===== src/rtl/gcd_pkg.sv =====
// rtl/gcd_pkg.sv - shared state encoding, defaults and flag helper for the GCD controller
package gcd_pkg;

    localparam int MAX_ITER_DEF = 15;
    localparam int CNT_W_DEF    = 4;

    typedef enum logic [2:0] {
        ST_IDLE = 3'd0,
        ST_LOAD = 3'd1,
        ST_CALC = 3'd2,
        ST_DONE = 3'd3,
        ST_ERR  = 3'd4
    } state_t;

    localparam logic SEL_A_MINUS_B = 1'b1;
    localparam logic SEL_B_MINUS_A = 1'b0;

    // A healthy comparator raises exactly one of gt/lt/eq.
    function automatic logic flags_onehot(input logic gt, input logic lt, input logic eq);
        return (gt ^ lt ^ eq) & ~(gt & lt & eq);
    endfunction

endpackage


===== src/rtl/gcd_iter_counter.sv =====
// rtl/gcd_iter_counter.sv - subtract-cycle counter with terminal-count flag
module gcd_iter_counter #(
    parameter int CNT_W    = 4,
    parameter int MAX_ITER = 15
) (
    input  logic             clk,
    input  logic             rst,
    input  logic             clr,
    input  logic             inc,
    output logic [CNT_W-1:0] cnt,
    output logic             at_max
);

    always_ff @(posedge clk or posedge rst) begin
        if (rst) begin
            cnt <= '0;
        end else if (clr) begin
            cnt <= '0;
        end else if (inc) begin
            cnt <= cnt + 1'b1;
        end
    end

    assign at_max = (cnt == CNT_W'(MAX_ITER));

endmodule


===== src/rtl/gcd_ctrl.sv =====
// rtl/gcd_ctrl.sv - control FSM for the subtractive GCD datapath
module gcd_ctrl
    import gcd_pkg::*;
#(
    parameter int MAX_ITER = MAX_ITER_DEF,
    parameter int CNT_W    = CNT_W_DEF
) (
    input  logic             clk,
    input  logic             rst,
    input  logic             go,
    input  logic             ack,
    input  logic             a_gt_b,
    input  logic             a_lt_b,
    input  logic             a_eq_b,
    input  logic             a_zero,
    input  logic             b_zero,
    output logic             ldA,
    output logic             ldB,
    output logic             sel,
    output logic             out,
    output logic             strt,
    output logic             busy,
    output logic             done,
    output logic             err,
    output logic [CNT_W-1:0] iter_cnt
);

    state_t state;
    logic   zero_hit;
    logic   flags_ok;
    logic   calc_sub;
    logic   cnt_clr;
    logic   at_max;

    // Outputs in CALC follow the live comparator flags, so they are decoded, not registered.
    always_comb begin
        zero_hit = a_zero | b_zero;
        flags_ok = flags_onehot(a_gt_b, a_lt_b, a_eq_b);
        calc_sub = (state == ST_CALC) & ~zero_hit & ~a_eq_b & flags_ok & ~at_max;
        cnt_clr  = (state == ST_IDLE) & go;
    end

    gcd_iter_counter #(
        .CNT_W    (CNT_W),
        .MAX_ITER (MAX_ITER)
    ) u_iter_counter (
        .clk    (clk),
        .rst    (rst),
        .clr    (cnt_clr),
        .inc    (calc_sub),
        .cnt    (iter_cnt),
        .at_max (at_max)
    );

    always_ff @(posedge clk or posedge rst) begin
        if (rst) begin
            state <= ST_IDLE;
        end else begin
            case (state)
                ST_IDLE: if (go) state <= ST_LOAD;
                ST_LOAD: state <= ST_CALC;
                ST_CALC: begin
                    if (zero_hit)                state <= ST_ERR;
                    else if (a_eq_b)             state <= ST_DONE;
                    else if (!flags_ok || at_max) state <= ST_ERR;
                end
                ST_DONE: if (ack) state <= ST_IDLE;
                ST_ERR:  if (ack) state <= ST_IDLE;
                default: state <= ST_IDLE;
            endcase
        end
    end

    always_comb begin
        ldA  = (state == ST_LOAD);
        ldB  = (state == ST_LOAD);
        busy = (state == ST_LOAD) | (state == ST_CALC);
        done = (state == ST_DONE);
        err  = (state == ST_ERR);
        out  = (state == ST_DONE);
        strt = (state == ST_DONE) | calc_sub;
        sel  = (calc_sub & a_gt_b) ? SEL_A_MINUS_B : SEL_B_MINUS_A;
    end

endmodule


===== config.mk =====
export PLATFORM = sky130hd
export DESIGN_NAME = gcd_ctrl
export DESIGN_NICKNAME = d
export VERILOG_FILES = /design/src/rtl/gcd_pkg.sv /design/src/rtl/gcd_iter_counter.sv /design/src/rtl/gcd_ctrl.sv
export SDC_FILE = /design/constraint.sdc
export NUM_CORES = 1
export LEC_CHECK = 0
export ABC_AREA = 1
export CAP_MARGIN = 20
export CORE_MARGIN = 10
export CORE_UTILIZATION = 41
export CTS_CLUSTER_DIAMETER = 100
export DETAILED_ROUTE_END_ITERATION = 16
export PLACE_DENSITY = 0.72
export SETUP_SLACK_MARGIN = 0.05
export SYNTH_ARGS = -nofsm -noshare
export SYNTH_HDL_FRONTEND = slang
export SYNTH_SLANG_ARGS = --single-unit

===== constraint.sdc =====
create_clock -name clk -period 1.7 [get_ports clk]
set_clock_uncertainty 0.1 [all_clocks]
set_input_delay 0.255 -clock clk [delete_from_list [all_inputs] [get_ports clk]]
set_output_delay 0.255 -clock clk [all_outputs]
set_load 0.02 [all_outputs]

==> metrics.md, run 1 <==
| Metric | Value |
|---|---|
| Largest stage delay on the critical path | `0.44 ns` |
| # setup viols final | `0` |
| Placed Cells | `119` |
| Slew margin rel. | `84.2%` |
| Reg2reg setup slack | `0.22 ns` |
| Critical path class | `flip-flop to output pin` |
| Share of layout cells above drive strength 1 | `38.2%` |
| Post-Route WL | `1380 um` |
| Clk pin slew, worst setup/hold paths | `0.05 ns` |
| VDD IR max | `1.12 mV` |
| TritonRoute pass-1 iters | `4` |
| Hold Crit Class | `primary input to asynchronous set/reset pin` |
| Post-synthesis cell count | `74` |
| GRT overflow | `0` |
| Share of synthesized registers carrying an async set or reset | `100%` |
| Ys flop type | `dfrtp_1` |
| Top cells by area, synth | `dfrtp_1 (33%), nand2_1 (15%), nand3_1 (7.5%)` |
| CP arrival | `1.25 ns` |
| Vias in the first global route | `526` |
| Worst-path fanout max | `4` |
| Global-route wire length before repair | `2320 um` |
| Cell breakdown of the critical path | `inv_2 > nand2_2 > nor2_4 > nand3_4 > nor2_4 > buf_6` |
| Chip height | `56.1 um` |
| Fin crit period | `1.61 ns` |
| Routability Congestion | `0.864` |
| CP bufs+invs | `2` |
| CTS Buffer Depth | `2` |
| Hold Buf Count CTS | `0` |
| Most frequent CP cell | `nor2_4` |
| PwrDens | `1480 mW/mm2` |
| Largest net degree at the start of global routing | `8` |
| Syn_nets | `85` |
| Area of the die | `0.00315 mm2` |
| PortBufs | `20` |
| Cell accounting for the most synthesized area | `dfrtp_1` |
| Routed length per instance | `11.1 um` |
| RSZ-0062 raised after global routing | `true` |
| GRT Util Overall | `8.85%` |
| H-tree lvl count | `1` |
| DRC viols | `0` |
| Count leader, synth | `nand2_1` |
| CP top delay family | `flip-flops` |
| TritonCTS clock tree | `done` |
| Post-synth top area share | `32.8%` |
| DP HPWL | `1210 um` |
| Placed cell areas | `840 um2` |
| ANT nets after route | `0` |
| Cell row count | `12` |
| Outcome | `finished clean` |
| Max capacitance violation total | `0` |
| Critical path's slowest cell | `dfrtp_2` |
| Vias per inst | `4.46` |
| Initial antenna violation count | `0` |
| CTS root buf | `clkbuf_4` |
| DRT iter0 DRCs | `11` |
| Synth warn | `0` |
| Die width | `56.1 um` |
| I/O pin count | `21` |
| Crit path capture type | `output pin` |
| Register bit total from synthesis | `7` |
| Max-slew violations | `0` |
| Post-synth EDFFs | `0` |
| Total Nets Final | `122` |
| Required time worst endpoint | `1.34 ns` |
| Slew of the pin with the lowest slew margin | `0.237 ns` |
| F_max | `622 MHz` |
| FILL cells | `97` |
| Num CTS Buffers | `3` |
| Netlist Area Pre-Place | `534 um2` |
| Finished Layout Cells | `124` |
| Vias | `553` |
| Crit start category | `flip-flop` |
| Area growth syn-to-layout | `62.1%` |
| Design Area, Final | `866 um2` |
| Diode count | `0` |
| Clock latency on the worst-skew pair | `0.23 ns` |
| Sequential area share after synthesis | `32.8%` |
| Final period util | `94.6%` |
| Leakage Power | `0.516 nW` |
| Netlist cell types | `20` |
| Fin. Hold Viols | `0` |
| CTS sink cnt | `7` |
| Core region area | `0.00117 mm2` |
| Avg Cell Area, Syn | `7.22 um2` |
| Synth cell count leaders | `nand2_1 (21), inv_1 (10), nand3_1 (8), dfrtp_1 (7), nor2_1 (6)` |
| Initial Util | `45.6%` |
| Total Power | `0.00129 W` |
[placed cells by master (no fill, tap or decap), drive strengths merged, types with 2 or more instances in the layout]
master,n
clkbuf,6
inv,13
clkdlybuf4s50,6
a21oi,2
nand3,10
dfrtp,7
buf,20
nor2,7
dlygate4sd2,6
ha,2
nand2,25
[routing by layer]
metal,up-vias,track usage [%],routed length (um),share of wire [%]
met2,11,14.2,627,45
met1,240,10.4,656,48
li1,300,-,-,-
met5,-,0,0,0
met3,2,3.42,81,5.9
met4,0,3.07,15,1.1
[worst register-to-register path, delay by kind of cell, from the launching register on]
family	cells	cell delay (ns)
AND/OR/NAND/NOR	6	0.42
flip-flops	1	0.44
buffers and inverters	4	0.40
[registers in the layout, indices dropped and copies added (netlist names)]
name and flops:
u_iter_counter.cnt 4, state 3
[per-stage QoR]
step / util, % / setup TNS [ns] / setup WS (ns) / hold WS (ns)
after floorplan: - / 0 / 0.0622 / -0.0416
after CTS: 73.5 / 0 / 0.0218 / 0.146
final: 73.9 / 0 / 0.0919 / 0.146
after detailed placement: 71.7 / -2.91 / -0.660 / 0.401
after global routing: 73.9 / 0 / 0.0163 / 0.166
after global placement: 71.7 / -2.54 / -0.619 / 0.381
[final timing paths]
kind,startpoint,end,depth (start not counted)
hold / removal,rst,u_iter_counter.cnt[1],2
setup reg to reg,state[1],u_iter_counter.cnt[2],10
setup / recovery,state[2],sel,6
max in group asynchronous,rst,state[0],2
min in group clk,state[2],state[2],2
hold reg to reg,state[2],state[2],2
[area by class of cell]
class                           count  area (um2)  share of cell area (%)
Tap cell                           14        17.5                    2.02
Clock buffer                        4        26.3                    3.03
Sequential cell                     7         179                    20.7
Timing Repair Buffer               34         273                    31.5
Inverter                           13        48.8                    5.64
Multi-Input combinational cell     52         322                    37.1
[kinds of logic after synthesis]
logic type,synth area share (%)
buffers and inverters,11.9
AO/OA/AOI/OAI,1.87
flip-flops,32.8
multiplexers,1.87
adder cells (fa/ha/maj),4.68
XOR/XNOR,3.28
AND/OR/NAND/NOR,43.6
[report_power, final]
group	switching (W)	internal [W]
registers	0.0000746	0.000230
clock network	0.0000480	0.0000887
logic	0.000474	0.000370
[timing repair]
item	in CTS	in global routing
gates resized for setup	45	4
pin swaps	5	3
setup endpoints to repair	15	6
cloned	0	0
setup buffers	0	1
Power figures use the tool's default switching activity.
==> inputs of run 2 (changes only) <==
==> constraint.sdc (replaced) <==
create_clock -name clk -period 1.6 [get_ports clk]
set_clock_uncertainty 0.1 [all_clocks]
set_input_delay 0.24 -clock clk [delete_from_list [all_inputs] [get_ports clk]]
set_output_delay 0.24 -clock clk [all_outputs]
set_load 0.02 [all_outputs]
==> run 2 against run 1 <==
Net effect: the run now ends with setup timing left; non-clock buffer count is 4 higher; via count is 8.1% higher; sequential power rose by 7.2%; worst setup slack got worse by 0.095 ns; utilization increased by 5.0 points; register-to-register slack lost 0.05 ns; sequential share of layout area decreased by 1.3 points; combinational power grew 22%; die area unchanged; cell area up 6.8%; cell count grew 3.2%; largest cell class unchanged.
==> metrics.md, run 2 (synthesized netlist as in run 1, its figures left out) <==
| Metric | Value |
|---|---|
| Outcome | `finished with violations (was finished clean)` |
| Failing checks | `setup timing` |
| Global-route wire length before repair | `2620 um (was 2320 um)` |
| Routability Congestion | `0.871 (was 0.864)` |
| Initial Util | `45.6% (unchanged)` |
| FILL cells | `86 (was 97)` |
| Chip height | `56.1 um (unchanged)` |
| DRC viols | `0 (unchanged)` |
| Num CTS Buffers | `3 (unchanged)` |
| TritonRoute pass-1 iters | `4 (unchanged)` |
| Top flop regs | `u_iter_counter.cnt (4), state (3) (unchanged)` |
| Core region area | `0.00117 mm2 (unchanged)` |
| Clk pin slew, worst setup/hold paths | `0.05 ns (about the same)` |
| Crit path capture type | `output pin (unchanged)` |
| Required time worst endpoint | `1.26 ns (was 1.34 ns)` |
| CTS sink cnt | `7 (unchanged)` |
| Routed length per instance | `12.0 um (was 11.1 um)` |
| Initial antenna violation count | `0 (unchanged)` |
| Slew margin rel. | `84.0% (was 84.2%)` |
| ANT nets after route | `0 (unchanged)` |
| Critical path's slowest cell | `dfrtp_2 (unchanged)` |
| Clock latency on the worst-skew pair | `0.25 ns (was 0.23 ns)` |
| Final period util | `100%` |
| Vias | `598 (was 553)` |
| Post-Route WL | `1530 um (was 1380 um)` |
| Finished Layout Cells | `128 (was 124)` |
| Vias in the first global route | `613 (was 526)` |
| Hold Crit Class | `primary input to asynchronous set/reset pin (unchanged)` |
| WHS | `0.105 ns (was 0.146 ns)` |
| Area of the die | `0.00315 mm2 (unchanged)` |
| GRT Util Overall | `9.82% (was 8.85%)` |
| Most common cell after layout, fill and taps aside | `nand2_1 (unchanged)` |
| Die width | `56.1 um (unchanged)` |
| DRT iter0 DRCs | `9 (was 11)` |
| Cell row count | `12 (unchanged)` |
| Placed Cells | `120 (was 119)` |
| TritonCTS clock tree | `done (unchanged)` |
| Most flops, register | `u_iter_counter.cnt (unchanged)` |
| Cell breakdown of the critical path | `buf_6 > nor2_4 > nand3_4 > nor2_4 > buf_6 (was inv_2 > nand2_2 > nor2_4 > nand3_4 > nor2_4 > buf_6)` |
| Most frequent cells in the layout | `nand2_1 (20), buf_4 (19), inv_1 (8), nand3_1 (6), clkdlybuf4s50_1 (6) (was nand2_1 (21), buf_4 (15), inv_1 (10), nand3_1 (7))` |
| Largest stage delay on the critical path | `0.44 ns (about the same)` |
| Post-route setup TNS | `-0.00589 ns (was 0 ns)` |
| Leakage Power | `0.537 nW (was 0.516 nW)` |
| Area growth syn-to-layout | `73.1% (was 62.1%)` |
| VDD IR max | `1.27 mV (was 1.12 mV)` |
| GRT overflow | `0 (unchanged)` |
| Fin crit period | `1.60 ns` |
| Largest register FFs | `4 (unchanged)` |
| Vias per inst | `4.67 (was 4.46)` |
| F_max | `624 MHz` |
| Multi-input logic area | `337 um2 (was 322 um2)` |
| Final setup margin | `-0.00341 ns (was 0.0919 ns)` |
| Crit start category | `flip-flop (unchanged)` |
| Largest net degree at the start of global routing | `8 (unchanged)` |
| DP HPWL | `1200 um (was 1210 um)` |
| CP arrival | `1.26 ns (was 1.25 ns)` |
| # setup viols final | `2 (was 0)` |
| Share of layout cells above drive strength 1 | `44.7% (was 38.2%)` |
| Reg2Reg Depth | `8 (was 10)` |
| Max-slew violations | `0 (unchanged)` |
| Fin. Hold Viols | `0 (unchanged)` |
| RSZ-0062 raised after global routing | `true (unchanged)` |
| H-tree lvl count | `1 (unchanged)` |
| CTS Buffer Depth | `2 (unchanged)` |
| Diode count | `0 (unchanged)` |
| Total Nets Final | `126 (was 122)` |
| I/O pin count | `21 (unchanged)` |
| PortBufs | `20 (unchanged)` |
| CTS root buf | `clkbuf_4 (unchanged)` |
| PwrDens | `1640 mW/mm2 (was 1480 mW/mm2)` |
| Worst-path fanout max | `5 (was 4)` |
| Sequential standard cell area | `179 um2 (unchanged)` |
| Slew of the pin with the lowest slew margin | `0.239 ns (was 0.237 ns)` |
| Critical path class | `flip-flop to output pin (unchanged)` |
| Max capacitance violation total | `0 (unchanged)` |
run 2: cell count changes in the layout (fill, tap and decap cells not counted), sizes merged:
cell | before | now
buf | 20 | 26
dlygate4sd2 | 6 | 5
clkbuf | 6 | 4
clkdlybuf4s15 | 0 | 1
run 2: metrics by stage:
step / power [W] / worst slack (ns) / cell area [um2] / util, %
after floorplan: 0.000847 / 0.0638 / 542 / -
after global placement: 0.00125 / -0.671 / 850 / 72.5
after detailed placement: 0.00127 / -0.745 / 850 / 72.5
after CTS: 0.00148 / -0.0435 / 900 / 76.8
after global routing: 0.00163 / -0.0657 / 925 / 79.0
final: 0.00152 / -0.00341 / 925 / 79.0
run 2: area by class of cell:
type / count / share of cell area [%]
multi-input combinational: 52 / 36.4
timing repair buffer: 38 / 34.2
tap: 14 / 1.89
inverter: 13 / 5.28
clock buffer: 4 / 2.84
sequential: 7 / 19.4
run 2: critical path, delay by kind of cell, from the launching register on:
kind | cells | cell delay, ns
DFF | 1 | 0.44
buffers and inverters | 2 | 0.25
and+or+nand+nor | 3 | 0.33
run 2: power breakdown:
group	internal [W]	leakage (nW)	switching [W]
sequential	0.000244	0.0897	0.0000824
clock	0.0000948	0.0150	0.0000598
combinational	0.000480	0.433	0.000554
run 2: worst paths after layout:
| kind | startpoint | end | slack (ns) |
|---|---|---|---|
| max | state[0] | sel | -0.003 |
| min | rst | u_iter_counter.cnt[2] | 0.11 |
| max reg2reg | state[0] | u_iter_counter.cnt[1] | 0.17 |
| min reg2reg | state[2] | state[2] | 0.48 |
| max in group asynchronous | rst | state[1] | 1.08 |
| min in group clk | state[2] | state[2] | 0.48 |
run 2: repair_timing:
action	4_1_cts	5_1_grt
hold buffers	0	0
pin swaps	6	7
gates resized for setup	52	9
setup buffers	4	0
endpoints found under the hold margin	0	0
endpoints found under the setup margin	19	7
run 2: routing by layer:
layer | GRT usage (%) | wire length, um | vias up | share of wire [%]
li1 | - | - | 305 | -
met1 | 10.8 | 672 | 271 | 44
met2 | 16.9 | 729 | 20 | 48
met3 | 3.19 | 116 | 2 | 7.6
met4 | 3.75 | 16 | 0 | 1.0
met5 | 0 | 0 | - | 0
==> inputs of run 3 (changes only) <==
--- a/config.mk
+++ b/config.mk
@@ -9,7 +9,7 @@
 export CAP_MARGIN = 20
 export CORE_MARGIN = 10
 export CORE_UTILIZATION = 41
-export CTS_CLUSTER_DIAMETER = 100
+export CTS_CLUSTER_DIAMETER = 50
 export DETAILED_ROUTE_END_ITERATION = 16
 export PLACE_DENSITY = 0.72
 export SETUP_SLACK_MARGIN = 0.05
==> results of run 3 <==
No change in the layout: final DEF, timing and power equal those of run 2.
